===== src/rtl/pipe_add_pkg.sv =====
// Shared types and helpers for the pipelined adder/subtractor.
package pipe_add_pkg;

  typedef enum logic {
    OP_ADD = 1'b0,
    OP_SUB = 1'b1
  } op_t;

  localparam int MAX_STAGES = 4;

  // Index of the chunk that holds a given bit for a chunk width cw.
  function automatic int chunk_idx(input int bit_pos, input int cw);
    return bit_pos / cw;
  endfunction

endpackage


===== src/rtl/pipe_add_sub_add_slice.sv =====
// One CW-bit ripple slice: chunk sum, carry-out and carry into the chunk MSB.
module add_slice
  import pipe_add_pkg::*;
#(
  parameter int CW = 16
) (
  input  logic [CW-1:0] a_i,
  input  logic [CW-1:0] b_i,
  input  logic          c_i,
  output logic [CW-1:0] s_o,
  output logic          c_o,
  output logic          cmsb_o
);

  logic [CW:0] full;

  assign full   = {1'b0, a_i} + {1'b0, b_i} + {{CW{1'b0}}, c_i};
  assign s_o    = full[CW-1:0];
  assign c_o    = full[CW];
  // Recover the carry into the MSB from the MSB sum bit and its operands.
  assign cmsb_o = a_i[CW-1] ^ b_i[CW-1] ^ s_o[CW-1];

endmodule


===== src/rtl/pipe_add_sub.sv =====
// Pipelined add/sub: one CW-bit chunk per stage, carry registered between stages.
// Optional saturating mode enabled by defining PIPE_ADD_SAT_EN (adds the sat input).
module pipe_add_sub
  import pipe_add_pkg::*;
#(
  parameter int WIDTH  = 32,
  parameter int STAGES = 2
) (
  input  logic             clk,
  input  logic             rst_n,
  input  logic             in_valid,
  output logic             in_ready,
  input  op_t              op,
  input  logic [WIDTH-1:0] a,
  input  logic [WIDTH-1:0] b,
  input  logic             cin,
`ifdef PIPE_ADD_SAT_EN
  input  logic             sat,
`endif
  output logic             out_valid,
  input  logic             out_ready,
  output logic [WIDTH-1:0] sum,
  output logic             cout,
  output logic             ovf,
  output logic             zero
);

  localparam int CW  = WIDTH / STAGES;
  localparam int TOP = chunk_idx(WIDTH - 1, CW);

`ifdef PIPE_ADD_SAT_EN
  // Positive overflow wraps to a negative MSB; clamp toward the matching rail.
  function automatic logic [WIDTH-1:0] sat_clamp(input logic [WIDTH-1:0] s);
    return {~s[WIDTH-1], {(WIDTH-1){s[WIDTH-1]}}};
  endfunction
`endif

  logic             adv;
  logic [STAGES-1:0] vld_q, vld_d;
  logic [WIDTH-1:0] sum_q;
  logic             cout_q, ovf_q, zero_q;

  // Whole pipe advances together; bubbles are carried, not squeezed out.
  assign adv      = out_ready | ~out_valid;
  assign in_ready = adv;

  always_comb begin
    vld_d    = vld_q << 1;
    vld_d[0] = in_valid;
  end

  always_ff @(posedge clk or negedge rst_n) begin
    if (!rst_n) begin
      vld_q <= '0;
    end else if (adv) begin
      vld_q <= vld_d;
    end
  end

  for (genvar k = 0; k < STAGES; k++) begin : g_stage
    logic [WIDTH-1:0] a_in, b_in, s_in, s_d;
    logic             c_in, z_in, z_d;
    logic [CW-1:0]    cs;
    logic             co, cm;
    logic             unused_ops;
`ifdef PIPE_ADD_SAT_EN
    logic             sat_in;
`endif

    // ---- stage k input: formed operands (k==0) or previous stage registers
    if (k == 0) begin : g_form
      assign a_in = a;
      assign b_in = (op == OP_SUB) ? ~b : b;
      assign c_in = (op == OP_SUB) ? ~cin : cin;
      assign s_in = '0;
      assign z_in = 1'b1;
`ifdef PIPE_ADD_SAT_EN
      assign sat_in = sat;
`endif
    end else begin : g_chain
      assign a_in = g_stage[k-1].g_mid.a_q;
      assign b_in = g_stage[k-1].g_mid.b_q;
      assign s_in = g_stage[k-1].g_mid.s_q;
      assign c_in = g_stage[k-1].g_mid.c_q;
      assign z_in = g_stage[k-1].g_mid.z_q;
`ifdef PIPE_ADD_SAT_EN
      assign sat_in = g_stage[k-1].g_mid.sat_q;
`endif
    end

    add_slice #(.CW(CW)) u_slice (
      .a_i    (a_in[k*CW +: CW]),
      .b_i    (b_in[k*CW +: CW]),
      .c_i    (c_in),
      .s_o    (cs),
      .c_o    (co),
      .cmsb_o (cm)
    );

    always_comb begin
      s_d              = s_in;
      s_d[k*CW +: CW]  = cs;
    end

    assign z_d        = z_in & (cs == '0);
    assign unused_ops = ^{a_in, b_in, cm};

    if (k < TOP) begin : g_mid
      logic [WIDTH-1:0] a_q, b_q, s_q;
      logic             c_q, z_q;
`ifdef PIPE_ADD_SAT_EN
      logic             sat_q;
`endif

      // ---- stage k -> k+1 boundary
      always_ff @(posedge clk) begin
        if (adv) begin
          a_q <= a_in;
          b_q <= b_in;
          s_q <= s_d;
          c_q <= co;
          z_q <= z_d;
`ifdef PIPE_ADD_SAT_EN
          sat_q <= sat_in;
`endif
        end
      end
    end else begin : g_last
      logic [WIDTH-1:0] sum_d;
      logic             ovf_d, zero_d;

      assign ovf_d = cm ^ co;
`ifdef PIPE_ADD_SAT_EN
      logic sat_hit;
      assign sat_hit = sat_in & ovf_d;
      assign sum_d   = sat_hit ? sat_clamp(s_d) : s_d;
      // A clamped value is a rail, never zero.
      assign zero_d  = sat_hit ? 1'b0 : z_d;
`else
      assign sum_d   = s_d;
      assign zero_d  = z_d;
`endif

      // ---- final stage boundary: result and flags
      always_ff @(posedge clk or negedge rst_n) begin
        if (!rst_n) begin
          sum_q  <= '0;
          cout_q <= 1'b0;
          ovf_q  <= 1'b0;
          zero_q <= 1'b0;
        end else if (adv) begin
          sum_q  <= sum_d;
          cout_q <= co;
          ovf_q  <= ovf_d;
          zero_q <= zero_d;
        end
      end
    end
  end

  assign out_valid = vld_q[TOP];
  assign sum       = sum_q;
  assign cout      = cout_q;
  assign ovf       = ovf_q;
  assign zero      = zero_q;

endmodule


===== config.mk =====
export PLATFORM = sky130hd
export DESIGN_NAME = pipe_add_sub
export DESIGN_NICKNAME = d
export VERILOG_FILES = /design/src/rtl/pipe_add_pkg.sv /design/src/rtl/pipe_add_sub_add_slice.sv /design/src/rtl/pipe_add_sub.sv
export SDC_FILE = /design/constraint.sdc
export NUM_CORES = 1
export LEC_CHECK = 0
export ABC_AREA = 0
export CAP_MARGIN = 40
export CORE_MARGIN = 2
export CORE_UTILIZATION = 45
export CTS_BUF_LIST = sky130_fd_sc_hd__clkbuf_4
export DETAILED_ROUTE_END_ITERATION = 16
export PLACE_DENSITY = 0.73
export SYNTH_ARGS = -nofsm -noshare
export SYNTH_HDL_FRONTEND = slang
export SYNTH_SLANG_ARGS = --single-unit

===== constraint.sdc =====
create_clock -name clk -period 3.3 [get_ports clk]
set_clock_uncertainty 0.05 [all_clocks]
set_input_delay 0.33 -clock clk [delete_from_list [all_inputs] [get_ports clk]]
set_output_delay 0.33 -clock clk [all_outputs]
set_load 0.005 [all_outputs]

**Word-level counts from Yosys, hierarchy flattened**

Index checks and enable logic that the tools add are counted.

- Bits in registers: 119
- Bits of input ports: 70
- Logic and storage cells: 26

- Add/sub/neg operators: 4
- Multiplexer cells: 2
- Bitwise gates (word level): 8
- Reduce and logical (&&, ||, !) cells: 2

Operators with widths:

| operator | number |
|---|---|
| $add 16x16->17 | 2 |
| $add 17x1->17 | 2 |
| $logic_not 16->1 | 2 |
| $mux 32 | 1 |
| $not 32->32 | 1 |
| $xor 1x1->1 | 3 |
| $not 1->1 | 2 |
| $and 1x1->1 | 1 |
| $mux 1 | 1 |
| $or 1x1->1 | 1 |

**Depth between registers and ports, before layout**

- Depth in word-level cells: 5
- Mapped depth: 13
- Depth with buffers taken out: 11

**Modules after synthesis**

From an unflattened synthesis, not the netlist that was laid out.

- Cell total of the unflattened synthesis: 374
- Area, all modules: 5001.0 um^2

By module, submodules not included:

| module | instances | cells each | area each (um^2) | sequential area each (um^2) |
|---|---|---|---|---|
| pipe_add_sub | 1 | 181 | 3418.3 | 2427.3 |
| add_slice (g_stage[0].u_slice) | 1 | 101 | 859.6 | 0.0 |
| add_slice (g_stage[1].u_slice) | 1 | 92 | 723.2 | 0.0 |

**Least setup slack after synthesis**

No wires, ideal clock.

- Path type: input port to flip-flop
- Start: input op
- End: register g_stage[0].g_mid.z_q, data pin
- Library setup time: 170 ps
- Arrival: 3971 ps
- Path slack: -891 ps
- Stages on the path: 13
- Buffers on the path: 2
- Cell sequence: clkbuf_1 -> clkbuf_1 -> xnor2_1 -> fa_1 -> fa_1 -> nand2b_2 -> a21oi_2 -> o31a_4 -> nor2_2 -> or4b_1 -> or4_1 -> or4_1 -> nor4_2

- Word-level cells in the longest chain between the ends: 4
- Elaborated cells between the ends (all ways): 5
- Those cells by class: add/sub: 2; mux: 2; reduce/logical: 1

RTL lines:

| element | RTL line | text |
|---|---|---|
| from (decl) | pipe_add_sub.sv:13 | `input op_t op,` |
| $mux 32 | pipe_add_sub.sv:73 | `assign b_in = (op == OP_SUB) ? ~b : b;` |
| $add 16x16->17 | pipe_add_sub_add_slice.sv:17 | `assign full = {1'b0, a_i} + {1'b0, b_i} + {{CW{1'b0}}, c_i};` |
| $add 17x1->17 (*) | pipe_add_sub_add_slice.sv:17 |  |
| named net g_stage[0].cs[6] | pipe_add_sub.sv:63 | `logic [CW-1:0] cs;` |
| $logic_not 16->1 (*) | pipe_add_sub.sv:105 | `assign z_d = z_in & (cs == '0);` |
| named net g_stage[0].z_d | pipe_add_sub.sv:62 | `logic c_in, z_in, z_d;` |
| to (signal assigned) | pipe_add_sub.sv:122 | `z_q <= z_d;` |
| to (decl) | pipe_add_sub.sv:110 | `logic c_q, z_q;` |

Mark *: on every way through the listed nets, which the timed path passes. The rest lies on a longest branch.
A chain may end at the register's enable or synchronous reset.

**Final worst setup path**

- Start: register g_stage[0].g_mid.a_q[16]
- End: register ovf_q, in the netlist ovf

- Word-level cells in the longest chain between the ends: 4

RTL lines:

| element | RTL line | text |
|---|---|---|
| from (decl) | pipe_add_sub.sv:109 | `logic [WIDTH-1:0] a_q, b_q, s_q;` |
| from (signal assigned) | pipe_add_sub.sv:118 | `a_q <= a_in;` |
| $add 16x16->17 (*) | pipe_add_sub_add_slice.sv:17 |  |
| $add 17x1->17 (*) | pipe_add_sub_add_slice.sv:17 |  |
| $xor 1x1->1 | pipe_add_sub_add_slice.sv:21 | `assign cmsb_o = a_i[CW-1] ^ b_i[CW-1] ^ s_o[CW-1];` |
| $xor 1x1->1 (*) | pipe_add_sub.sv:132 | `assign ovf_d = cm ^ co;` |
| to (signal assigned) | pipe_add_sub.sv:154 | `ovf_q <= ovf_d;` |
| to (decl) | pipe_add_sub.sv:41 | `logic cout_q, ovf_q, zero_q;` |

Every way passes the cells marked *; elsewhere a longest branch is shown, timed or not.

==> impl_summary.log <==
[metrics] run status: finished, final reports clean
[metrics] startpoint type of the worst setup path: flip-flop
[metrics] total design power: 3426 uW
[metrics] drc violations: 0
[metrics] vias in the first global route: 3639
[metrics] total nets after synthesis: 549
[metrics] cell with the largest stage delay on the worst path: sky130_fd_sc_hd__fa_1
[metrics] initial antenna violation count: 0
[metrics] cells traversed along the worst timing path: fa_1 -> fa_2 -> a211oi_1 -> o211ai_1 -> a221oi_2 -> o21bai_1 -> a31o_2 -> nor4_1 -> nor4_1 -> a21oi_1
[metrics] synthesized-area fraction occupied by and/or/nand/nor cells: 14.33%
[metrics] final-stage net count: 683
[metrics] share of cells above drive strength 1: 13.70%
[metrics] Num Clock Sinks: 87
[metrics] num rows: 37
[metrics] TritonCTS clock tree: built
[metrics] H-tree Lvls: 3
[metrics] Syn. warnings: 0
[metrics] Storage cell area: 0.002427 mm2
[metrics] beginning of the critical path: g_stage[0].g_mid.a_q[16]
[metrics] detailed-route vias per instance: 5.133
[metrics] category of the most critical setup path: flip-flop to flip-flop
[metrics] number of maximum-capacitance constraint violations: 0
[metrics] initial core utilization: 46.16%
[metrics] area of the core region: 0.01032 mm2
[metrics] adder and majority cell fraction of the synthesized area: 9.556%
[metrics] leakage power figure: 0.002696 uW
[metrics] type of destination of the critical path: flip-flop
[metrics] number of buffers on the longest clock path: 2
[metrics] wire length of the first global-routing pass: 16.30 mm
[metrics] area used by multi-input combinational logic: 0.002327 mm2
[metrics] wire per inst: 14.03 um
[metrics] worst-case headroom to the max-slew limit: 41.38%
[metrics] clock latency reported for the late side of the worst-skew pair: 0.43 ns
[metrics] Port Buffers: 106
[metrics] power density normalized to cell area: 535.3 mW/mm2
[metrics] worst slack after detailed placement: -0.6165 ns
[metrics] sequential fraction of the synthesis area: 50.93%
[metrics] Die ar.: 0.01143 mm2
[metrics] mean cell area of the mapped netlist: 10.71 um2
[metrics] cell family with most CP delay: compound AO/OA/AOI/OAI gates
[metrics] flip-flop cell with the highest count after synthesis: sky130_fd_sc_hd__edfxtp_1
[metrics] number of hold-slack violations in the final timing report: 0
[metrics] FF-to-FF End: ovf
[metrics] Final Hold Slack: 0.3288 ns
[metrics] antenna cells: 0
[metrics] setup slack of the worst register-to-register path: 0.06 ns
[metrics] FILL cells: 864
[metrics] worst flop-to-flop path startpoint: g_stage[0].g_mid.a_q[16]
[metrics] TritonCTS buffer count: 9
[metrics] Syn Std Cell Area: 0.004766 mm2
[metrics] share of the clock period used by the worst path: 98.15%
[metrics] total length of routed wires: 10.10 mm
[metrics] compound-cell area share of the yosys netlist: 12.29%
[metrics] smallest setup slack after layout: 0.06091 ns
[metrics] post-route antenna net violation count: 0
[metrics] first-iteration detailed-routing DRC count: 142
[metrics] number of enable flip-flop cells after synthesis: 50
[metrics] DP Area: 0.006135 mm2
[metrics] share of synthesized area spent on multiplexers: 0%
[metrics] number of slew-limit violations in the final report: 0
[metrics] area growth from synthesis to final layout: 34.29%
[metrics] Clock Pin Slew Worst Setup and Hold Paths: 0.15 ns
[metrics] final period demand of the worst path: 3.239 ns
[metrics] final-layout setup total negative slack: 0 ns
[metrics] number of instances in the synthesized netlist: 445
[metrics] sum of buffers and inverters on the critical path: 0
[metrics] root cell of the clock tree: sky130_fd_sc_hd__clkbuf_4
[metrics] endpoints failing setup: 0
[metrics] largest net degree at the start of global routing: 79
[metrics] number of distinct standard cells referenced by the synthesized netlist: 51
[metrics] endpoint required time on the critical path: 3.61 ns
[metrics] overall overflow remaining after global route: 0
[metrics] Final GP Congestion: 0.8340
[metrics] share of synthesized flip-flops with an asynchronous set or reset: 42.53%
[metrics] routed via count: 3696
[metrics] combinational family with the most area after synthesis: simple AND/OR/NAND/NOR gates
[metrics] Max Fanout on Critical Path: 3
[metrics] fin area: 0.006400 mm2
[metrics] worst-case vdd ir drop: 0.2770 mV
[metrics] Critical Path Sink: ovf
[metrics] maximum frequency from static timing analysis: 308.7 MHz
[metrics] measured slew at the worst slew-check pin: 0.8792 ns
[metrics] CP Depth: 10
[metrics] number of flip-flops and latches in the synthesized netlist: 87
[metrics] I/O pin total: 107
[metrics] drt first pass iters: 7
[metrics] GRT Util Overall: 18.00%
[metrics] reg2reg path depth: 10
[metrics] xor-xnor portion of the synthesized cell area: 10.29%
[metrics] Worst Hold Class: input port to flip-flop
[metrics] Vert. Die Dim: 106.9 um
[metrics] slowest cell delay on critical path: 0.49 ns
[metrics] arrival time at the worst endpoint: 3.55 ns
[metrics] Die Width: 106.9 um
[metrics] DP Wirelength: 7.649 mm
[metrics] Most common cell on crit path: sky130_fd_sc_hd__nor4_1
[cell type report]
cell class                 count  share of cell area [%]
tap                          136                   2.659
clock inverter                 7                  0.7234
timing repair buffer         137                   20.16
sequential                    87                   37.93
clock buffer                   9                   1.056
inverter                      19                   1.114
multi-input combinational    325                   36.36
[what timing repair did]
action / in CTS / in global routing
endpoints found under the setup margin: 2 / 3
pin swaps: 18 / 10
hold buffers: 1 / 0
gates cloned: 0 / 0
gates resized for setup: 28 / 10
setup buffers: 3 / 2
endpoints found under the hold margin: 37 / 0
[state kept, by name, indices dropped and copies added, names as in the netlist]
name and cells:
zero 1, ovf 1, g_stage.g_mid.c_q 1, g_stage.g_mid.b_q 16, vld_q 2, g_stage.g_mid.z_q 1, sum 32, g_stage.g_mid.s_q 16
cout 1, g_stage.g_mid.a_q 16
[cell families after synthesis]
logic type / Yosys count
AND/OR/NAND/NOR: 146
adder cells (fa/ha/maj): 34
AO/OA/AOI/OAI: 89
flip-flops: 87
XOR/XNOR: 56
buffers and inverters: 33
[cell usage in the layout (no fill, tap or decap), types with 5 or more instances in the layout]
cell / count
sky130_fd_sc_hd__a21o_1: 6
sky130_fd_sc_hd__dfrtp_1: 37
sky130_fd_sc_hd__o21ai_0: 21
sky130_fd_sc_hd__edfxtp_1: 50
sky130_fd_sc_hd__ha_1: 30
sky130_fd_sc_hd__nor3_1: 5
sky130_fd_sc_hd__a21oi_1: 23
sky130_fd_sc_hd__o21a_1: 5
sky130_fd_sc_hd__clkbuf_4: 9
sky130_fd_sc_hd__xnor2_1: 18
sky130_fd_sc_hd__nand3_1: 9
sky130_fd_sc_hd__inv_1: 17
sky130_fd_sc_hd__clkdlybuf4s50_1: 99
sky130_fd_sc_hd__nor2_1: 13
sky130_fd_sc_hd__buf_4: 30
sky130_fd_sc_hd__xor2_1: 35
sky130_fd_sc_hd__o21bai_1: 5
sky130_fd_sc_hd__nand2_1: 85
[stage by stage]
| stage | util [%] | std cells |
|---|---|---|
| after global placement | 59.42 | 698 |
| after CTS | 61.52 | 718 |
| after detailed placement | 59.42 | 698 |
| after floorplan | - | 445 |
| after global routing | 61.99 | 720 |
| final | 61.99 | 720 |
[worst register-to-register path, delay by kind of cell (launching register included)]
family | cells | cell delay [ns]
AND/OR/NAND/NOR | 2 | 0.45
AO/OA/AOI/OAI | 6 | 1.37
flip-flops | 1 | 0.43
adder cells (fa/ha/maj) | 2 | 0.89
[where the power goes]
group	internal, uW	total (uW)	switching (uW)
logic	722	1340	614
clock network	157	526	369
registers	1440	1560	128
total	2310	3430	1110
[cell usage after synthesis, types with 3 or more instances]
cell	n	area share, %
sky130_fd_sc_hd__nor4_1	5	0.66
sky130_fd_sc_hd__ha_1	30	7.9
sky130_fd_sc_hd__a31oi_1	3	0.39
sky130_fd_sc_hd__nor2_1	13	1.0
sky130_fd_sc_hd__o21bai_1	5	0.79
sky130_fd_sc_hd__o211ai_1	3	0.47
sky130_fd_sc_hd__a21oi_1	25	2.6
sky130_fd_sc_hd__xor2_1	36	6.6
sky130_fd_sc_hd__o21a_1	5	0.79
sky130_fd_sc_hd__inv_1	19	1.5
sky130_fd_sc_hd__nor2b_1	3	0.39
sky130_fd_sc_hd__a211oi_1	3	0.47
sky130_fd_sc_hd__nor3_1	5	0.52
sky130_fd_sc_hd__dfrtp_1	37	19
sky130_fd_sc_hd__or4_1	5	0.79
sky130_fd_sc_hd__and3_1	4	0.52
sky130_fd_sc_hd__fa_1	4	1.7
sky130_fd_sc_hd__nand4_1	3	0.39
sky130_fd_sc_hd__xnor2_1	20	3.7
sky130_fd_sc_hd__nand3_1	9	0.95
sky130_fd_sc_hd__o2111ai_1	3	0.55
sky130_fd_sc_hd__clkbuf_1	13	1.0
sky130_fd_sc_hd__o21ai_0	21	2.2
sky130_fd_sc_hd__nand2_1	85	6.7
sky130_fd_sc_hd__edfxtp_1	50	32
sky130_fd_sc_hd__a21o_1	6	0.95
[per-layer routing]
metal | up-vias | routed length [um] | track usage [%]
li1 | 1844 | - | -
met4 | 0 | 144 | 5.844
met5 | - | 0 | 0
met3 | 13 | 393 | 3.040
met2 | 92 | 5384 | 33.71
met1 | 1747 | 4178 | 20.76
[worst min path at each step]
| stage | start | to | slack [ns] | depth (start not counted) |
|---|---|---|---|---|
| after CTS | op | g_stage[0].g_mid.b_q[29] | 0.31 | 3 |
| after floorplan | rst_n | cout | -0.02 | 0 |
| after detailed placement | g_stage[0].g_mid.s_q[0] | sum[0] | 0.38 | 2 |
| after global routing | op | g_stage[0].g_mid.b_q[30] | 0.29 | 3 |
| final | op | g_stage[0].g_mid.b_q[29] | 0.33 | 3 |
| after global placement | g_stage[0].g_mid.s_q[11] | sum[11] | 0.37 | 2 |
Note: power is estimated with default switching activity, not from simulation.
